`src/rtl/wb_pio_pkg.sv`:
```
// Shared definitions for the Wishbone-to-PIO bridge: action codes, register map, FSM states.
package wb_pio_pkg;

    localparam logic [3:0] ACT_NONE = 4'h0;
    localparam logic [3:0] ACT_PUSH = 4'h1;
    localparam logic [3:0] ACT_PULL = 4'h2;

    localparam logic [1:0] REG_ACTION = 2'b00;
    localparam logic [1:0] REG_CTRL   = 2'b01;

    localparam logic [7:0] OFS_INDEX   = 8'h40;
    localparam logic [7:0] OFS_STATUS  = 8'h44;
    localparam logic [7:0] OFS_PENDING = 8'h48;
    localparam logic [7:0] OFS_MASK    = 8'h4C;

    localparam logic [31:0] POISON = 32'hDEAD_0000;

    typedef enum logic [2:0] {
        ST_IDLE,
        ST_CHECK,
        ST_ISSUE,
        ST_CAPTURE,
        ST_ACK
    } state_t;

    function automatic logic [31:0] byte_merge(input logic [31:0] old_v,
                                               input logic [31:0] new_v,
                                               input logic [3:0]  sel);
        logic [31:0] res;
        for (int i = 0; i < 4; i++)
            res[8*i +: 8] = sel[i] ? new_v[8*i +: 8] : old_v[8*i +: 8];
        return res;
    endfunction

endpackage

```
`src/rtl/wb_pio_irq_ctrl.sv`:
```
// Per-PIO interrupt block: rising-edge capture of irq0/irq1 into pending, W1C, mask, registered irq.
module wb_pio_irq_ctrl (
    input  logic       wb_clk_i,
    input  logic       wb_rst_i,
    input  logic       irq0,
    input  logic       irq1,
    input  logic       mask_we,
    input  logic [1:0] mask_wdata,
    input  logic       w1c_we,
    input  logic [1:0] w1c_data,
    output logic [1:0] pending,
    output logic [1:0] mask,
    output logic       irq
);
    logic [1:0] irq_prev;
    logic [1:0] rise;
    logic [1:0] clr;

    assign rise = {irq1, irq0} & ~irq_prev;
    assign clr  = w1c_we ? w1c_data : 2'b00;

    always_ff @(posedge wb_clk_i or posedge wb_rst_i) begin
        if (wb_rst_i) begin
            irq_prev <= '0;
            pending  <= '0;
            mask     <= '0;
            irq      <= 1'b0;
        end else begin
            irq_prev <= {irq1, irq0};
            // a new edge in the same cycle as a clear keeps the bit set
            pending  <= (pending & ~clr) | rise;
            if (mask_we)
                mask <= mask_wdata;
            irq      <= |(pending & mask);
        end
    end

endmodule

```
`src/rtl/wb_pio_bridge.sv`:
```
// Wishbone slave front-end for NUM_PIO PIO cores: action window, index/mindex, status, IRQ.
// Optional stall timeout in CHECK is enabled by defining WB_PIO_TIMEOUT_EN.
//
// state   | meaning
// IDLE    | waiting for a selected access
// CHECK   | waiting for FIFO readiness of the target state machine
// ISSUE   | drive pio_action for one cycle
// CAPTURE | latch pio_dout of the target instance (reads only)
// ACK     | acknowledge the access
module wb_pio_bridge
    import wb_pio_pkg::*;
#(
    parameter int          NUM_PIO   = 2,
    parameter logic [15:0] BASE_ADDR = 16'h761c,
    parameter int          TIMEOUT   = 16
) (
    input  logic                    wb_clk_i,
    input  logic                    wb_rst_i,
    input  logic                    wbs_stb_i,
    input  logic                    wbs_cyc_i,
    input  logic                    wbs_we_i,
    input  logic [3:0]              wbs_sel_i,
    input  logic [31:0]             wbs_dat_i,
    input  logic [31:0]             wbs_adr_i,
    output logic                    wbs_ack_o,
    output logic [31:0]             wbs_dat_o,
    output logic [NUM_PIO-1:0]      irq_o,
    output logic [31:0]             pio_din,
    output logic [4:0]              pio_index,
    output logic [2*NUM_PIO-1:0]    pio_mindex,
    output logic [4*NUM_PIO-1:0]    pio_action,
    input  logic [32*NUM_PIO-1:0]   pio_dout,
    input  logic [NUM_PIO-1:0]      pio_irq0,
    input  logic [NUM_PIO-1:0]      pio_irq1,
    input  logic [4*NUM_PIO-1:0]    pio_tx_full,
    input  logic [4*NUM_PIO-1:0]    pio_rx_empty
);
    localparam int PW = (NUM_PIO > 1) ? $clog2(NUM_PIO) : 1;

    state_t          state_q, state_d;
    logic [PW-1:0]   p_q;
    logic [3:0]      a_q;
    logic            we_q, drop_q, ack_ctrl_q, ack_fsm;
    logic            tmo_sticky, tmo_hit, ready;
    logic [31:0]     ctrl_rdata;

    logic [31:0]     dout_arr   [NUM_PIO];
    logic [3:0]      txf_arr    [NUM_PIO];
    logic [3:0]      rxe_arr    [NUM_PIO];
    logic [1:0]      mindex_q   [NUM_PIO];
    logic [1:0]      pending    [NUM_PIO];
    logic [1:0]      mask       [NUM_PIO];
    logic [NUM_PIO-1:0] mask_we, w1c_we;

    logic            sel, p_valid, accept, act_start, ctrl_start, ctrl_hit, ctrl_wr, status_rd;
    logic [3:0]      adr_p;
    logic [1:0]      region;
    logic [3:0]      code;
    logic [7:0]      ofs;
    logic [PW-1:0]   p_idx;
    logic            unused_adr;

    assign sel        = wbs_cyc_i & wbs_stb_i & (wbs_adr_i[31:16] == BASE_ADDR);
    assign adr_p      = wbs_adr_i[11:8];
    assign region     = wbs_adr_i[7:6];
    assign code       = wbs_adr_i[5:2];
    assign ofs        = {wbs_adr_i[7:2], 2'b00};
    assign p_idx      = adr_p[PW-1:0];
    assign p_valid    = ({28'b0, adr_p} < 32'(NUM_PIO));
    assign unused_adr = ^{wbs_adr_i[15:12], wbs_adr_i[1:0]};

    assign accept     = sel & ~wbs_ack_o & (state_q == ST_IDLE);
    assign act_start  = accept & p_valid & (region == REG_ACTION);
    assign ctrl_start = accept & ~act_start;
    assign ctrl_hit   = ctrl_start & p_valid & (region == REG_CTRL);
    assign ctrl_wr    = ctrl_hit & wbs_we_i;
    assign status_rd  = ctrl_hit & ~wbs_we_i & (ofs == OFS_STATUS);

    for (genvar i = 0; i < NUM_PIO; i++) begin : g_pio
        assign dout_arr[i]       = pio_dout[32*i +: 32];
        assign txf_arr[i]        = pio_tx_full[4*i +: 4];
        assign rxe_arr[i]        = pio_rx_empty[4*i +: 4];
        assign pio_mindex[2*i +: 2] = mindex_q[i];
        assign mask_we[i] = ctrl_wr & (ofs == OFS_MASK)    & (p_idx == PW'(i)) & wbs_sel_i[0];
        assign w1c_we[i]  = ctrl_wr & (ofs == OFS_PENDING) & (p_idx == PW'(i)) & wbs_sel_i[0];

        wb_pio_irq_ctrl u_irq (
            .wb_clk_i   (wb_clk_i),
            .wb_rst_i   (wb_rst_i),
            .irq0       (pio_irq0[i]),
            .irq1       (pio_irq1[i]),
            .mask_we    (mask_we[i]),
            .mask_wdata (wbs_dat_i[1:0]),
            .w1c_we     (w1c_we[i]),
            .w1c_data   (wbs_dat_i[1:0]),
            .pending    (pending[i]),
            .mask       (mask[i]),
            .irq        (irq_o[i])
        );
    end

    always_comb begin
        case (a_q)
            ACT_PUSH: ready = ~txf_arr[p_q][mindex_q[p_q]];
            ACT_PULL: ready = ~rxe_arr[p_q][mindex_q[p_q]];
            default:  ready = 1'b1;
        endcase
    end

`ifdef WB_PIO_TIMEOUT_EN
    localparam int CW = $clog2(TIMEOUT + 1);
    logic [CW-1:0] tmo_cnt;

    always_ff @(posedge wb_clk_i or posedge wb_rst_i) begin
        if (wb_rst_i)
            tmo_cnt <= '0;
        else if (act_start)
            tmo_cnt <= CW'(TIMEOUT - 1);
        else if (state_q == ST_CHECK && tmo_cnt != '0)
            tmo_cnt <= tmo_cnt - 1'b1;
    end

    assign tmo_hit = (state_q == ST_CHECK) & wbs_cyc_i & ~ready & (tmo_cnt == '0);
`else
    assign tmo_hit = 1'b0;
`endif

    always_ff @(posedge wb_clk_i or posedge wb_rst_i) begin
        if (wb_rst_i)
            state_q <= ST_IDLE;
        else
            state_q <= state_d;
    end

    always_comb begin
        state_d = state_q;
        case (state_q)
            ST_IDLE:    if (act_start) state_d = ST_CHECK;
            ST_CHECK: begin
                if (!wbs_cyc_i)   state_d = ST_IDLE;
                else if (ready)   state_d = ST_ISSUE;
                else if (tmo_hit) state_d = ST_ACK;
            end
            ST_ISSUE:   state_d = we_q ? ST_ACK : ST_CAPTURE;
            ST_CAPTURE: state_d = ST_ACK;
            ST_ACK:     state_d = ST_IDLE;
            default:    state_d = ST_IDLE;
        endcase
    end

    always_comb begin
        pio_action = '0;
        for (int i = 0; i < NUM_PIO; i++)
            if (state_q == ST_ISSUE && p_q == PW'(i))
                pio_action[4*i +: 4] = a_q;
        ack_fsm = (state_q == ST_ACK) & ~drop_q & wbs_cyc_i;
    end

    assign wbs_ack_o = ack_fsm | ack_ctrl_q;

    always_comb begin
        ctrl_rdata = '0;
        if (p_valid && region == REG_CTRL) begin
            case (ofs)
                OFS_INDEX:   ctrl_rdata = {22'b0, mindex_q[p_idx], 3'b0, pio_index};
                OFS_STATUS:  ctrl_rdata = {23'b0, tmo_sticky, rxe_arr[p_idx], txf_arr[p_idx]};
                OFS_PENDING: ctrl_rdata = {30'b0, pending[p_idx]};
                OFS_MASK:    ctrl_rdata = {30'b0, mask[p_idx]};
                default:     ctrl_rdata = '0;
            endcase
        end
    end

    always_ff @(posedge wb_clk_i or posedge wb_rst_i) begin
        if (wb_rst_i) begin
            p_q        <= '0;
            a_q        <= ACT_NONE;
            we_q       <= 1'b0;
            drop_q     <= 1'b0;
            ack_ctrl_q <= 1'b0;
            wbs_dat_o  <= '0;
            pio_din    <= '0;
            pio_index  <= '0;
            tmo_sticky <= 1'b0;
            for (int i = 0; i < NUM_PIO; i++)
                mindex_q[i] <= '0;
        end else begin
            ack_ctrl_q <= ctrl_start;
            if (act_start) begin
                p_q    <= p_idx;
                a_q    <= code;
                we_q   <= wbs_we_i;
                drop_q <= 1'b0;
                if (wbs_we_i)
                    pio_din <= byte_merge(pio_din, wbs_dat_i, wbs_sel_i);
            end
            // once the action is out, a dropped cycle only suppresses the ack
            if ((state_q == ST_ISSUE || state_q == ST_CAPTURE || state_q == ST_ACK) && !wbs_cyc_i)
                drop_q <= 1'b1;
            if (state_q == ST_CAPTURE)
                wbs_dat_o <= dout_arr[p_q];
            if (tmo_hit)
                wbs_dat_o <= POISON | {28'b0, a_q};
            if (ctrl_start)
                wbs_dat_o <= ctrl_rdata;
            if (ctrl_wr && ofs == OFS_INDEX) begin
                if (wbs_sel_i[0]) pio_index <= wbs_dat_i[4:0];
                if (wbs_sel_i[1]) mindex_q[p_idx] <= wbs_dat_i[9:8];
            end
            if (tmo_hit)
                tmo_sticky <= 1'b1;
            else if (status_rd)
                tmo_sticky <= 1'b0;
        end
    end

endmodule

```
`config.mk`:
```
export PLATFORM = sky130hd
export DESIGN_NAME = wb_pio_bridge
export DESIGN_NICKNAME = d
export VERILOG_FILES = /design/src/rtl/wb_pio_pkg.sv /design/src/rtl/wb_pio_irq_ctrl.sv /design/src/rtl/wb_pio_bridge.sv
export SDC_FILE = /design/constraint.sdc
export NUM_CORES = 1
export LEC_CHECK = 0
export BUFFER_PORTS_ARGS = -buffer_cell sky130_fd_sc_hd__buf_2
export CAP_MARGIN = 20
export CORE_MARGIN = 2
export CORE_UTILIZATION = 50
export DETAILED_ROUTE_END_ITERATION = 7
export GPL_ROUTABILITY_DRIVEN = 0
export GPL_TIMING_DRIVEN = 0
export PLACE_DENSITY_LB_ADDON = 0.3
export SYNTH_ARGS = -nofsm -noshare
export SYNTH_HDL_FRONTEND = slang
export SYNTH_SLANG_ARGS = --single-unit
```
`constraint.sdc`:
```
create_clock -name wb_clk_i -period 5.97 [get_ports wb_clk_i]
set_input_delay 1.4925 -clock wb_clk_i [delete_from_list [all_inputs] [get_ports wb_clk_i]]
set_output_delay 1.4925 -clock wb_clk_i [all_outputs]
set_load 0.01 [all_outputs]
```
==> results.md <==
- Area growth from synthesis to layout: 32.3%
- Worst-path clk slew: 0.09 ns
- Minimum clock period: 3.81 ns
- Ports: 241
- Final max-slew violation count: 0
- Final period util: 63.9%
- First-pass GRT wire length: 20.9 mm
- GR Util met2: 44.8%
- Max clock buf depth: 2
- RSZ-0062 raised after global routing: no
- Synth warn: 0
- Post-synth top flop: dfrtp_1
- Root buf cell: clkbuf_8
- Startpoint types: flop
- Max-cap violations: 0
- CP Data Arrival Time: 2.32 ns
- Pre-CTS setup slack: 2.15 ns
- CTS Hold Bufs: 0
- Vias in the first global route: 4,267
- Pin count of the biggest net entering global routing: 53
- Critical Path End Type: output port
- Main area contributors after synthesis: dfrtp_1 (50%), mux2_2 (14%), mux2i_1 (6.5%), nor2_1 (3.8%), a21oi_1 (2.5%)
- Syn avg cell area: 11.4 um2
- Final worst slack: 2.16 ns
- Core area: 0.00964 mm2
- Final wirelength: 13.7 mm
- Maximum clock frequency: 0.262 GHz
- I/O Buffers: 232
- Area leader, netlist: dfrtp_1
- Share of the synthesized area in the top cell type: 50.0%
- Finish-stage setup viols: 0
- R2r setup slk: 3.32 ns
- Clk_lat worst skew: 0.37 ns
- H-tree Lvls: 3
- Max FO, Critical Path: 10
- Cell Area, Synth: 0.00490 mm2
- Post_cts resized: 0
- GRT Util Overall: 26.0%
- Number of diodes: 0
- Antenna-violating nets left: 0
- Crit. Startpoint: p_q$_DFFE_PP0P_
- CTS tree: built
- Initial antenna violation count: 0
- Post-CTS setup buffer count: 0
- Number of flops mapped to enable cells by yosys: 0
- Post-synth ARST share: 100%
- Reg2Reg Depth: 6
- Initial Utilization: 50.8%
- Setup TNS: 0 ns
- Power Dens Cells: 281 mW/mm2
- Nets: 833
- Max IR drop VDD: 0.162 mV
- Clock sink total: 98
- Total die area: 0.0106 mm2
- Global route hottest layer: met2
- Total CTS buffers: 9
- Register area share after synthesis: 50.0%
- Crit path required time: 4.48 ns
- Relative slew slack: 45.2%
- Critical Path End: pio_action[7]
- Unique masters post-synth: 46
- Share of layout cells above drive strength 1: 47.7%
- Die Width: 103 um
- Die Ht: 103 um
- Reg-to-Reg End: pio_din[25]$_DFFE_PP0P_
- Met1 Use GR: 32.6%
- DRT Pass-1 Iters: 4
- Synth Register Bits: 98
- Worst slew pin tran: 0.815 ns
- Mapped Cells: 431
- FP Rows: 36
- Hold Crit Class: flop to flop
- DR DRC count: 0
- Final HPWL DP: 11.1 mm
- Outcome: finished clean
- Lkg Pwr: 3.40 nW
- Vias per cell: 5.30
- Setup Skew: 0.0131 ns
- Remaining Overflow, GRT: 0
- Hold Fails Final Rpt: 0
- Reg-to-Reg Start: state_q[0]$_DFFE_PP0P_
- Routed vias: 4,311
- Grt met3 use: 6.31%
- Wire per inst: 16.9 um
- Syn nets: 588
- CP Class: flop to output port
- DR iter-0 viols: 157
## layer usage
metal	share of wire (%)	up-vias
li1	-	2054
met4	1.5	0
met3	6.5	17
met1	41	2091
met2	51	149
met5	0	-
## stage by stage
stage                     total power, W  hold slack (ns)  instances  util (%)  area (um2)
after global routing             0.00193            0.517        814      67.3        6480
after detailed placement         0.00137            0.490        797      64.9        6260
after global placement           0.00134            0.469        796      64.6        6230
after CTS                        0.00184            0.509        813      67.2        6480
final                            0.00182            0.504        814      67.3        6480
after floorplan                  0.00112            0.451        431         -        4900
## final cells by class
type / instances / area (um2)
Buffer: 20 / 87.6
Clock buffer: 11 / 141
Clock inverter: 5 / 77.6
Fill cell: 815 / 3160
Inverter: 6 / 25.0
Multi-Input combinational cell: 307 / 2340
Sequential cell: 98 / 2450
Tap cell: 133 / 166
Timing Repair Buffer: 234 / 1190
## where the power goes
group          leakage [nW]  internal [W]  switching [W]
Sequential             1.26      0.000781      0.0000653
Clock                 0.109      0.000246       0.000226
Combinational          2.03      0.000224       0.000278
Total                  3.40       0.00125       0.000569
## kinds of logic after synthesis
logic type | after synthesis | synth area share (%)
buffers and inverters | 26 | 2.25
multiplexers | 97 | 22.4
flip-flops | 98 | 50.0
AO/OA/AOI/OAI | 65 | 8.81
AND/OR/NAND/NOR | 145 | 16.5
## worst min-delay path by stage
stage                             from                       to  slack (ns)  cells past startpoint
3_5_place_dp   pio_din[20]$_DFFE_PP0P_  pio_din[20]$_DFFE_PP0P_        0.49                      1
4_1_cts        pio_din[20]$_DFFE_PP0P_  pio_din[20]$_DFFE_PP0P_        0.51                      1
3_3_place_gp        drop_q$_DFFE_PP0P_       drop_q$_DFFE_PP0P_        0.47                      2
2_1_floorplan       drop_q$_DFFE_PP0P_       drop_q$_DFFE_PP0P_        0.45                      2
6_report       pio_din[31]$_DFFE_PP0P_  pio_din[31]$_DFFE_PP0P_        0.50                      1
5_1_grt         pio_din[5]$_DFFE_PP0P_   pio_din[5]$_DFFE_PP0P_        0.52                      1
## critical path: stages (launching register included)
cell,delay (ns)
dfrtp_1,0.40
buf_1,0.46
clkbuf_1,0.54
and3_1,0.30
and2_1,0.13
buf_2,0.12
## layout by cell type (no fill, tap or decap), types with 10 or more instances in the layout
cell	instances
nand2_1	29
o21ai_0	10
nor2_1	49
clkbuf_1	13
clkbuf_8	10
dfrtp_1	98
a21oi_1	24
buf_2	233
a2bb2oi_1	10
mux2_2	59
mux2i_1	32
## synthesized netlist by cell type (3+ instances only)
cell / number
dfrtp_1: 98
mux2_2: 59
nor2_1: 49
mux2i_1: 32
nand2_1: 29
a21oi_1: 24
clkbuf_1: 12
a2bb2oi_1: 10
o21ai_0: 10
and2_1: 9
nand3_1: 9
a22o_1: 8
inv_1: 6
nor3_1: 5
or3_1: 5
buf_1: 4
mux4_2: 4
nand4_1: 4
nor2b_1: 4
nor4b_1: 4
buf_4: 3
nand2b_1: 3
nand3b_1: 3
nand4b_1: 3
o2bb2ai_1: 3
## sequential cells by signal, summed over array words and instances (netlist names)
| signal | cells |
|---|---|
| we_q | 1 |
| ack_ctrl_q | 1 |
| a_q | 4 |
| g_pio.u_irq.irq | 2 |
| g_pio.u_irq.pending | 4 |
| drop_q | 1 |
| g_pio.u_irq.mask | 4 |
| pio_din | 32 |
| wbs_dat_o | 32 |
| state_q | 3 |
| pio_index | 5 |
| g_pio.u_irq.irq_prev | 4 |
| pio_mindex | 4 |
| p_q | 1 |
No activity file was read; power rests on OpenSTA's default activity.
